## src/rtl/vga_console_writer.sv

```systemverilog
// vga_console_writer: turns an ASCII byte stream into single-cycle tile writes
// on the VGA text controller's write port, tracking an 80x30 cursor and
// running row/screen clears in hardware.
module vga_console_writer #(
  parameter int unsigned                 C_AXI_ADDR_WIDTH = 15,
  parameter int unsigned                 C_AXI_DATA_WIDTH = 32,
  parameter int unsigned                 COLS             = 80,
  parameter int unsigned                 ROWS             = 30,
  parameter logic [C_AXI_ADDR_WIDTH-1:0] BUF_BASE         = 15'h4000
) (
  input  logic                            clk_i,
  input  logic                            rst_i,
  input  logic                            char_valid_i,
  input  logic [7:0]                      char_data_i,
  output logic                            char_ready_o,
  input  logic                            clear_i,
  output logic                            busy_o,
  output logic [6:0]                      cursor_col_o,
  output logic [4:0]                      cursor_row_o,
  output logic [C_AXI_DATA_WIDTH-1:0]     axil_wdata_o,
  output logic [C_AXI_DATA_WIDTH/8-1:0]   axil_wstrb_o,
  output logic [C_AXI_ADDR_WIDTH-1:0]     axil_waddr_o,
  output logic                            axil_wready_o
);

  localparam int unsigned IDX_W  = 12;
  localparam int unsigned STRB_W = C_AXI_DATA_WIDTH / 8;

  localparam logic [IDX_W-1:0] ROW_TILES    = IDX_W'(COLS);
  localparam logic [IDX_W-1:0] SCREEN_TILES = IDX_W'(COLS * ROWS);
  localparam logic [6:0]       COL_LAST     = 7'(COLS - 1);
  localparam logic [4:0]       ROW_LAST     = 5'(ROWS - 1);
  localparam logic [7:0]       SPACE        = 8'h20;

  typedef enum logic [1:0] {
    IDLE    = 2'd0,
    CLR_ROW = 2'd1,
    CLR_ALL = 2'd2
  } state_t;

  state_t                      state_q, state_d;
  logic [6:0]                  col_q, col_d;
  logic [4:0]                  row_q, row_d;
  logic [IDX_W-1:0]            idx_q, idx_d;
  logic                        wr_q, wr_d;
  logic [C_AXI_ADDR_WIDTH-1:0] addr_q, addr_d;
  logic [7:0]                  byte_q, byte_d;

  logic             char_ready_c;
  logic             accept_c;
  logic             inc_row_c;
  logic             lf_c;
  logic [IDX_W-1:0] row_base_c;
  logic [IDX_W-1:0] tile_idx_c;

  // Tile index of the cursor; row*80 as a shift-add
  generate
    if (COLS == 80) begin : g_row80
      assign row_base_c = (IDX_W'(row_q) << 6) + (IDX_W'(row_q) << 4);
    end else begin : g_rowgen
      assign row_base_c = IDX_W'(32'(row_q) * COLS);
    end
  endgenerate
  assign tile_idx_c = row_base_c + IDX_W'(col_q);

  assign char_ready_c = (state_q == IDLE) & ~clear_i & ~rst_i;
  assign accept_c     = char_valid_i & char_ready_c;

  // Next-state, cursor update and write-strobe generation
  always_comb begin
    state_d   = state_q;
    col_d     = col_q;
    row_d     = row_q;
    idx_d     = idx_q;
    wr_d      = 1'b0;
    addr_d    = addr_q;
    byte_d    = byte_q;
    inc_row_c = 1'b0;
    lf_c      = 1'b0;

    unique case (state_q)
      IDLE: begin
        if (clear_i || (accept_c && char_data_i == 8'h0C)) begin
          // First screen-clear strobe leaves on the entry edge
          state_d = CLR_ALL;
          wr_d    = 1'b1;
          addr_d  = BUF_BASE;
          byte_d  = SPACE;
          idx_d   = IDX_W'(1);
        end else if (accept_c) begin
          if (char_data_i >= 8'h20 && char_data_i <= 8'h7E) begin
            wr_d   = 1'b1;
            addr_d = BUF_BASE + C_AXI_ADDR_WIDTH'(tile_idx_c);
            byte_d = char_data_i;
            if (col_q == COL_LAST) begin
              col_d     = '0;
              inc_row_c = 1'b1;
            end else begin
              col_d = col_q + 7'd1;
            end
          end else if (char_data_i == 8'h0D) begin
            col_d = '0;
          end else if (char_data_i == 8'h0A) begin
            col_d     = '0;
            inc_row_c = 1'b1;
            lf_c      = 1'b1;
          end else if (char_data_i == 8'h08) begin
            if (col_q != 7'd0) col_d = col_q - 7'd1;
          end

          if (inc_row_c) begin
            if (row_q == ROW_LAST) begin
              row_d   = '0;
              state_d = CLR_ROW;
              if (lf_c) begin
                // No byte strobe in flight, so the row clear starts now
                wr_d   = 1'b1;
                addr_d = BUF_BASE;
                byte_d = SPACE;
                idx_d  = IDX_W'(1);
              end else begin
                idx_d = '0;
              end
            end else begin
              row_d = row_q + 5'd1;
            end
          end
        end
      end

      CLR_ROW: begin
        if (idx_q == ROW_TILES) begin
          state_d = IDLE;
        end else begin
          wr_d   = 1'b1;
          addr_d = BUF_BASE + C_AXI_ADDR_WIDTH'(idx_q);
          byte_d = SPACE;
          idx_d  = idx_q + IDX_W'(1);
        end
      end

      CLR_ALL: begin
        if (idx_q == SCREEN_TILES) begin
          state_d = IDLE;
          col_d   = '0;
          row_d   = '0;
        end else begin
          wr_d   = 1'b1;
          addr_d = BUF_BASE + C_AXI_ADDR_WIDTH'(idx_q);
          byte_d = SPACE;
          idx_d  = idx_q + IDX_W'(1);
        end
      end

      default: state_d = IDLE;
    endcase
  end

  // State, cursor and write-port registers with synchronous reset
  always_ff @(posedge clk_i) begin
    if (rst_i) begin
      state_q <= IDLE;
      col_q   <= '0;
      row_q   <= '0;
      idx_q   <= '0;
      wr_q    <= 1'b0;
      addr_q  <= '0;
      byte_q  <= '0;
    end else begin
      state_q <= state_d;
      col_q   <= col_d;
      row_q   <= row_d;
      idx_q   <= idx_d;
      wr_q    <= wr_d;
      addr_q  <= addr_d;
      byte_q  <= byte_d;
    end
  end

  assign char_ready_o  = char_ready_c;
  assign busy_o        = (state_q != IDLE);
  assign cursor_col_o  = col_q;
  assign cursor_row_o  = row_q;
  assign axil_wready_o = wr_q;
  assign axil_waddr_o  = addr_q;
  assign axil_wdata_o  = C_AXI_DATA_WIDTH'(byte_q);
  assign axil_wstrb_o  = wr_q ? STRB_W'(1) : '0;

endmodule

```

## config.mk

```make
export PLATFORM = sky130hd
export DESIGN_NAME = vga_console_writer
export DESIGN_NICKNAME = d
export VERILOG_FILES = /design/src/rtl/vga_console_writer.sv
export SDC_FILE = /design/constraint.sdc
export NUM_CORES = 1
export LEC_CHECK = 0
export CAP_MARGIN = 0
export CORE_MARGIN = 8
export CORE_UTILIZATION = 46
export CTS_CLUSTER_DIAMETER = 40
export CTS_CLUSTER_SIZE = 25
export DETAILED_ROUTE_END_ITERATION = 7
export HOLD_SLACK_MARGIN = 0.03
export PLACE_DENSITY = 0.81
export RECOVER_POWER = 100
export SYNTH_ARGS = -nofsm -noshare
export SYNTH_HDL_FRONTEND = slang
export SYNTH_SLANG_ARGS = --single-unit
export TNS_END_PERCENT = 5
```

## constraint.sdc

```tcl
create_clock -name clk_i -period 2.6 [get_ports clk_i]
set_clock_uncertainty 0.15 [all_clocks]
set_input_delay 0.52 -clock clk_i [delete_from_list [all_inputs] [get_ports clk_i]]
set_output_delay 0.52 -clock clk_i [all_outputs]
set_load 0.01 [all_outputs]
```

== Word-level counts from Yosys, hierarchy flattened ==
Index checks and enable logic that the tools add are counted.

* Output and inout bits: 66
* Flip-flop bits (word level): 50
* Word-level logic and storage cells: 127
* Input bits: 12

* Multiplexer cells: 70
* Bitwise gates (word level): 5
* Add/sub/neg operators: 8
* Order comparisons: 2
* Eq/ne operators: 22
* Reduce and logical (&&, ||, !) cells: 13

{| class="wikitable"
|+ Operator list
! cell !! count
|-
| $mux W15 || 8
|-
| $mux W12 || 6
|-
| $mux W8 || 8
|-
| $mux W7 || 9
|-
| $pmux W15 S3 || 1
|-
| $pmux W12 S3 || 1
|-
| $eq A8 B4 Y1 const B || 4
|-
| $add A15 B12 Y15 const A || 2
|-
| $mux W5 || 5
|-
| $pmux W8 S3 || 1
|-
| $mux W1 || 21
|-
| $pmux W7 S2 || 1
|-
| $add A11 B9 Y12 || 1
|-
| $add A12 B1 Y12 const B || 1
|-
| $add A12 B7 Y12 || 1
|-
| $eq A12 B12 Y1 const B || 1
|-
| $eq A12 B7 Y1 const B || 1
|-
| $mux W2 || 6
|-
| $ne A2 B2 Y1 const B || 6
|-
| $reduce_and A6 Y1 || 2
|-
| $ne A5 B1 Y1 const B || 2
|-
| $pmux W5 S2 || 1
|-
| $reduce_and A5 Y1 || 2
|-
| $ge A8 B6 Y1 const B || 1
|-
| other kinds (22) || 28
|}

== Depth between registers and ports, before layout ==
* Depth after elaboration: 14
* Mapped depth: 12
* Depth with buffers taken out: 10

== Worst setup path before layout ==
OpenSTA, ideal clock, no wires.

* Path type: flip-flop to flip-flop
* Start: reg col_q[6] (netlist: cursor_col_o[6])
* End: reg addr_q[10] (netlist: axil_waddr_o[10])
* Buffers on the path: 0
* Library setup time: 92 ps
* Cell stages (with the launch flop): 11
* Slack: 4 ps
* Required time: 2358 ps
* Period minus slack after synthesis: 2596 ps
* Arrival: 2354 ps
* Path through: dfxtp_1 inv_1 fa_1 inv_1 ha_1 a211oi_1 o21bai_1 a21oi_1 xnor2_1 mux2i_1 o32ai_1

* Cells in the longest elaborated chain, start to end: 10
* Elaborated cells on any way between the ends: 15
* Classes of those cells: add/sub: 2; eq/ne: 1; mux: 12

{| class="wikitable"
|+ Ends and longest elaborated chain
! item !! RTL line !! RTL
|-
| start: declaration || 42 || <nowiki>logic [6:0] col_q, col_d;</nowiki>
|-
| start signal: assignment || 171 || <nowiki>col_q <= col_d;</nowiki>
|-
| branches (longest 6 deep; another with $add A15 B12 Y15) || -- ||
|-
| $mux W15 (*) || 111 || <nowiki>if (inc_row_c) begin</nowiki>
|-
| $mux W15 (*) || 90 || <nowiki>end else if (accept_c) begin</nowiki>
|-
| $mux W15 (*) || 83 || <nowiki>if (clear_i || (accept_c && char_data_i == 8'h0C)) begin</nowiki>
|-
| $pmux W15 S3 (*) || 81 || <nowiki>unique case (state_q)</nowiki>
|-
| end signal: assignment || 175 || <nowiki>addr_q <= addr_d;</nowiki>
|-
| end: declaration || 46 || <nowiki>logic [C_AXI_ADDR_WIDTH-1:0] addr_q, addr_d;</nowiki>
|}

Mark *: on every way between the ends. The select of a mux whose other input is x is not followed.
A chain may end at the register's enable or synchronous reset.

== Final worst setup path ==
* Start: reg row_q[0] (netlist: cursor_row_o[0])
* End: reg addr_q[10] (netlist: axil_waddr_o[10])

* Cells in the longest elaborated chain, start to end: 10
* Elaborated cells on any way between the ends: 11
* Classes of those cells: add/sub: 3; eq/ne: 1; mux: 7

{| class="wikitable"
|+ Ends and longest elaborated chain
! item !! RTL line !! RTL
|-
| start: declaration || 43 || <nowiki>logic [4:0] row_q, row_d;</nowiki>
|-
| start signal: assignment || 172 || <nowiki>row_q <= row_d;</nowiki>
|-
| $add A11 B9 Y12 || 59 || <nowiki>assign row_base_c = (IDX_W'(row_q) << 6) + (IDX_W'(row_q) << 4);</nowiki>
|-
| $add A12 B7 Y12 || 64 || <nowiki>assign tile_idx_c = row_base_c + IDX_W'(col_q);</nowiki>
|-
| $add A15 B12 Y15 || 93 || <nowiki>addr_d = BUF_BASE + C_AXI_ADDR_WIDTH'(tile_idx_c);</nowiki>
|-
| $mux W15 || 91 || <nowiki>if (char_data_i >= 8'h20 && char_data_i <= 8'h7E) begin</nowiki>
|-
| $mux W15 || 115 || <nowiki>if (lf_c) begin</nowiki>
|-
| $mux W15 || 112 || <nowiki>if (row_q == ROW_LAST) begin</nowiki>
|-
| $mux W15 (*) || 111 ||
|-
| $mux W15 (*) || 90 ||
|-
| $mux W15 (*) || 83 ||
|-
| $pmux W15 S3 (*) || 81 ||
|}

Mark *: on every way between the ends. The rest lies on a longest branch, timed or not. The select of a mux whose other input is x is not followed.

==> results.txt <==
Status - finished clean
Finish-stage setup viols - 0
Final HPWL DP - 7890 um
Starting Density - 0.467
Layout area overhead - 28.6%
CP Cell Sequence - inv_2, fa_1, inv_2, ha_4, a211oi_2, o21bai_1, a21oi_2, xnor2_1, mux2i_1, o32ai_1
Logic pwr share - 0.391
Post-synthesis sequential area ratio - 0.283
Mapped Avg Cell Area - 8.38 um^2
Final Hold Fails - 0
Wire per inst - 16.7 um
Synthesized area - 3540 um^2
Hold slack - 0.317 ns
Antenna Nets Post-Route - 0
Placer Congestion - 0.915
Vias in the first global route - 3442
# fillers - 683
NetSw - 0.790 mW
Cells after synthesis - 422
Gr usage total - 0.184
Critical path class - reg -> reg
First-pass GRT wire length - 16900 um
CTS tree - done
Slew headroom - 0.661
Worst setup SP type - flip-flop
Height of the chip - 104 um
Switching share of power - 0.360
Remaining DRCs - 0
Placed Area - 4400 um^2
Worst vdd ir - 0.352 mV
Max Fclk - 0.393 GHz
PD cells - 483 nW/um^2
Ys async rst share - 0
Tmin final - 2.54 ns
Dominant cells by area after synthesis - dfxtp_1 (28%), ha_1 (7.1%), buf_4 (6.2%)
PortBufs - 50
Post-route cell area - 4550 um^2
DR vias - 3584
Largest delay share family, worst path - adder cells
Root Driver - clkbuf_8
Number of CTS-inserted buffers - 5
# rows - 32
CTS Sinks - 50
Crit path max fanout - 2
Final Max Slew Viols - 0
P_int - 1.40 mW
Clock power share - 0.228
Top-count cell post-synth - dfxtp_1
Yosys reg bits - 50
Htree depth - 2
Leakage - 1.96 nW
Vias/cell - 5.77
Top cells by count, synth - dfxtp_1 (50), a21oi_1 (30), nor2_1 (30)
# diodes - 0
Global route overflow - 0
Max Cap Violations - 0
Slowest stage cell, crit path - fa_1
Die area - 10700 um^2
Setup crit end kind - flip-flop
Nets@finish - 552
Worst Max-Slew Pin Slew - 0.507 ns
Clock Latency Late Sink - 0.31 ns
Post-synth EDFFs - 0
Sequential power share - 0.381
Max clock buf depth - 2
Most frequent CP cell - inv_2
RSZ-0062 raised after global routing - true
Layout cell share with drive strength beyond 1 - 0.183
CP peak stage delay - 0.59 ns
CP required - 2.65 ns
Cell taking the most area after synthesis - dfxtp_1
Largest net degree at the start of global routing - 28
WP data arrival - 2.60 ns
Count of unique library cells instantiated by Yosys - 79
Post-synth top flop - dfxtp_1
Final worst-path cycle share - 0.979
Core area - 7570 um^2
Post-synth top area share - 0.283
Boundary pin count - 78
Final core utilization - 0.601
Buf/Inv on CP - 2
Initial antenna violation count - 0
Post-Route WL - 10400 um
CTS Hold Buffers Added - 0
DIE WIDTH - 104 um
Hold/Removal Path Class - reg -> reg
DR pass1 iterations - 5
Clock transition at path regs - 0.10 ns
Initial DRC count - 224
Yosys warning count - 0
## registers in the layout, summed over array words and instances, names as in the netlist
| name | flops |
|---|---|
| axil_waddr_o | 15 |
| axil_wready_o | 1 |
| byte_q | 8 |
| cursor_col_o | 7 |
| cursor_row_o | 5 |
| idx_q | 12 |
| state_q | 2 |
## timing repair
action                     in CTS  in global routing
gates resized for setup         5                 22
setup buffers                   1                  2
setup endpoints to repair       5                 33
pin swaps                       6                 13
cloned                          0                  0
## through the flow
step                worst slack, ns  setup TNS, ns  std cells  power (mW)
finish                       0.0554              0        621        2.19
global route                -0.0721         -0.104        621        2.32
CTS                         -0.0343        -0.0541        619        2.22
detailed placement           -0.337          -7.69        610        1.72
global placement             -0.269          -5.63        610        1.69
floorplan                   0.00370              0        448        1.39
## final timing paths
check,from,slack (ns),endpoint,cells after the start
min,axil_waddr_o[6],0.32,axil_waddr_o[6],1
min reg2reg,axil_waddr_o[6],0.32,axil_waddr_o[6],1
max,cursor_row_o[0],0.06,axil_waddr_o[10],10
max reg2reg,cursor_row_o[0],0.06,axil_waddr_o[10],10
## final cells by class
class | instances | area (um^2) | share of cell area
multi-input combinational | 325 | 2270 | 0.500
sequential | 50 | 1000 | 0.221
timing repair buffer | 113 | 958 | 0.211
tap | 102 | 128 | 0.0281
clock buffer | 7 | 86.3 | 0.0190
inverter | 23 | 86.3 | 0.0190
clock inverter | 1 | 8.76 | 0.00193
## logic make-up (layout without fill, tap and decap cells)
| kind of cell | Yosys count | count (layout) | share of synthesized area |
|---|---|---|---|
| compound gates | 125 | 125 | 0.265 |
| xor+xnor | 3 | 3 | 0.00743 |
| fa+ha+maj | 22 | 22 | 0.0821 |
| buf+inv | 73 | 144 | 0.114 |
| flops | 50 | 50 | 0.283 |
| mux | 10 | 10 | 0.0290 |
| other cells | 1 | 27 | 0.00106 |
| simple gates | 138 | 138 | 0.219 |
## power groups by stage
stage                     clock, mW  sequential, mW  combinational (mW)
after global routing          0.542           0.842               0.933
after floorplan                   0           0.869               0.521
after global placement            0           0.851               0.843
final                         0.500           0.836               0.859
after detailed placement          0           0.854               0.862
after CTS                     0.512           0.836               0.875
## layer usage
metal  GRT usage  routed length (um)  vias up
met5           0                   0        -
met4      0.0714                 242        0
met3      0.0372                 579       26
met2       0.319                5240      135
met1       0.217                4320     1733
li1            -                   -     1690
## cells in the final DEF, fill, tap and decap left out, drive strengths merged, types with 4 or more instances in the layout
cell type / netlist / layout
a21oi: 30 / 30
o2bb2ai: 11 / 11
nand2b: 4 / 4
nand4: 5 / 5
ha: 20 / 20
clkbuf: 12 / 15
nand3: 15 / 15
buf: 38 / 56
a21boi: 4 / 4
dlymetal6s2s: 0 / 4
conb: 1 / 27
a21o: 5 / 5
nand4b: 4 / 4
o21ai: 22 / 22
or4: 7 / 7
nor2b: 7 / 7
nand2: 25 / 25
and2: 7 / 7
clkdlybuf4s50: 0 / 7
mux2i: 8 / 8
o31ai: 7 / 7
nor2: 31 / 31
dlygate4sd3: 0 / 38
a22oi: 10 / 10
and3: 6 / 6
dfxtp: 50 / 50
inv: 23 / 24
nor3: 6 / 6
or3: 6 / 6
(Power assumes the default switching activity.)
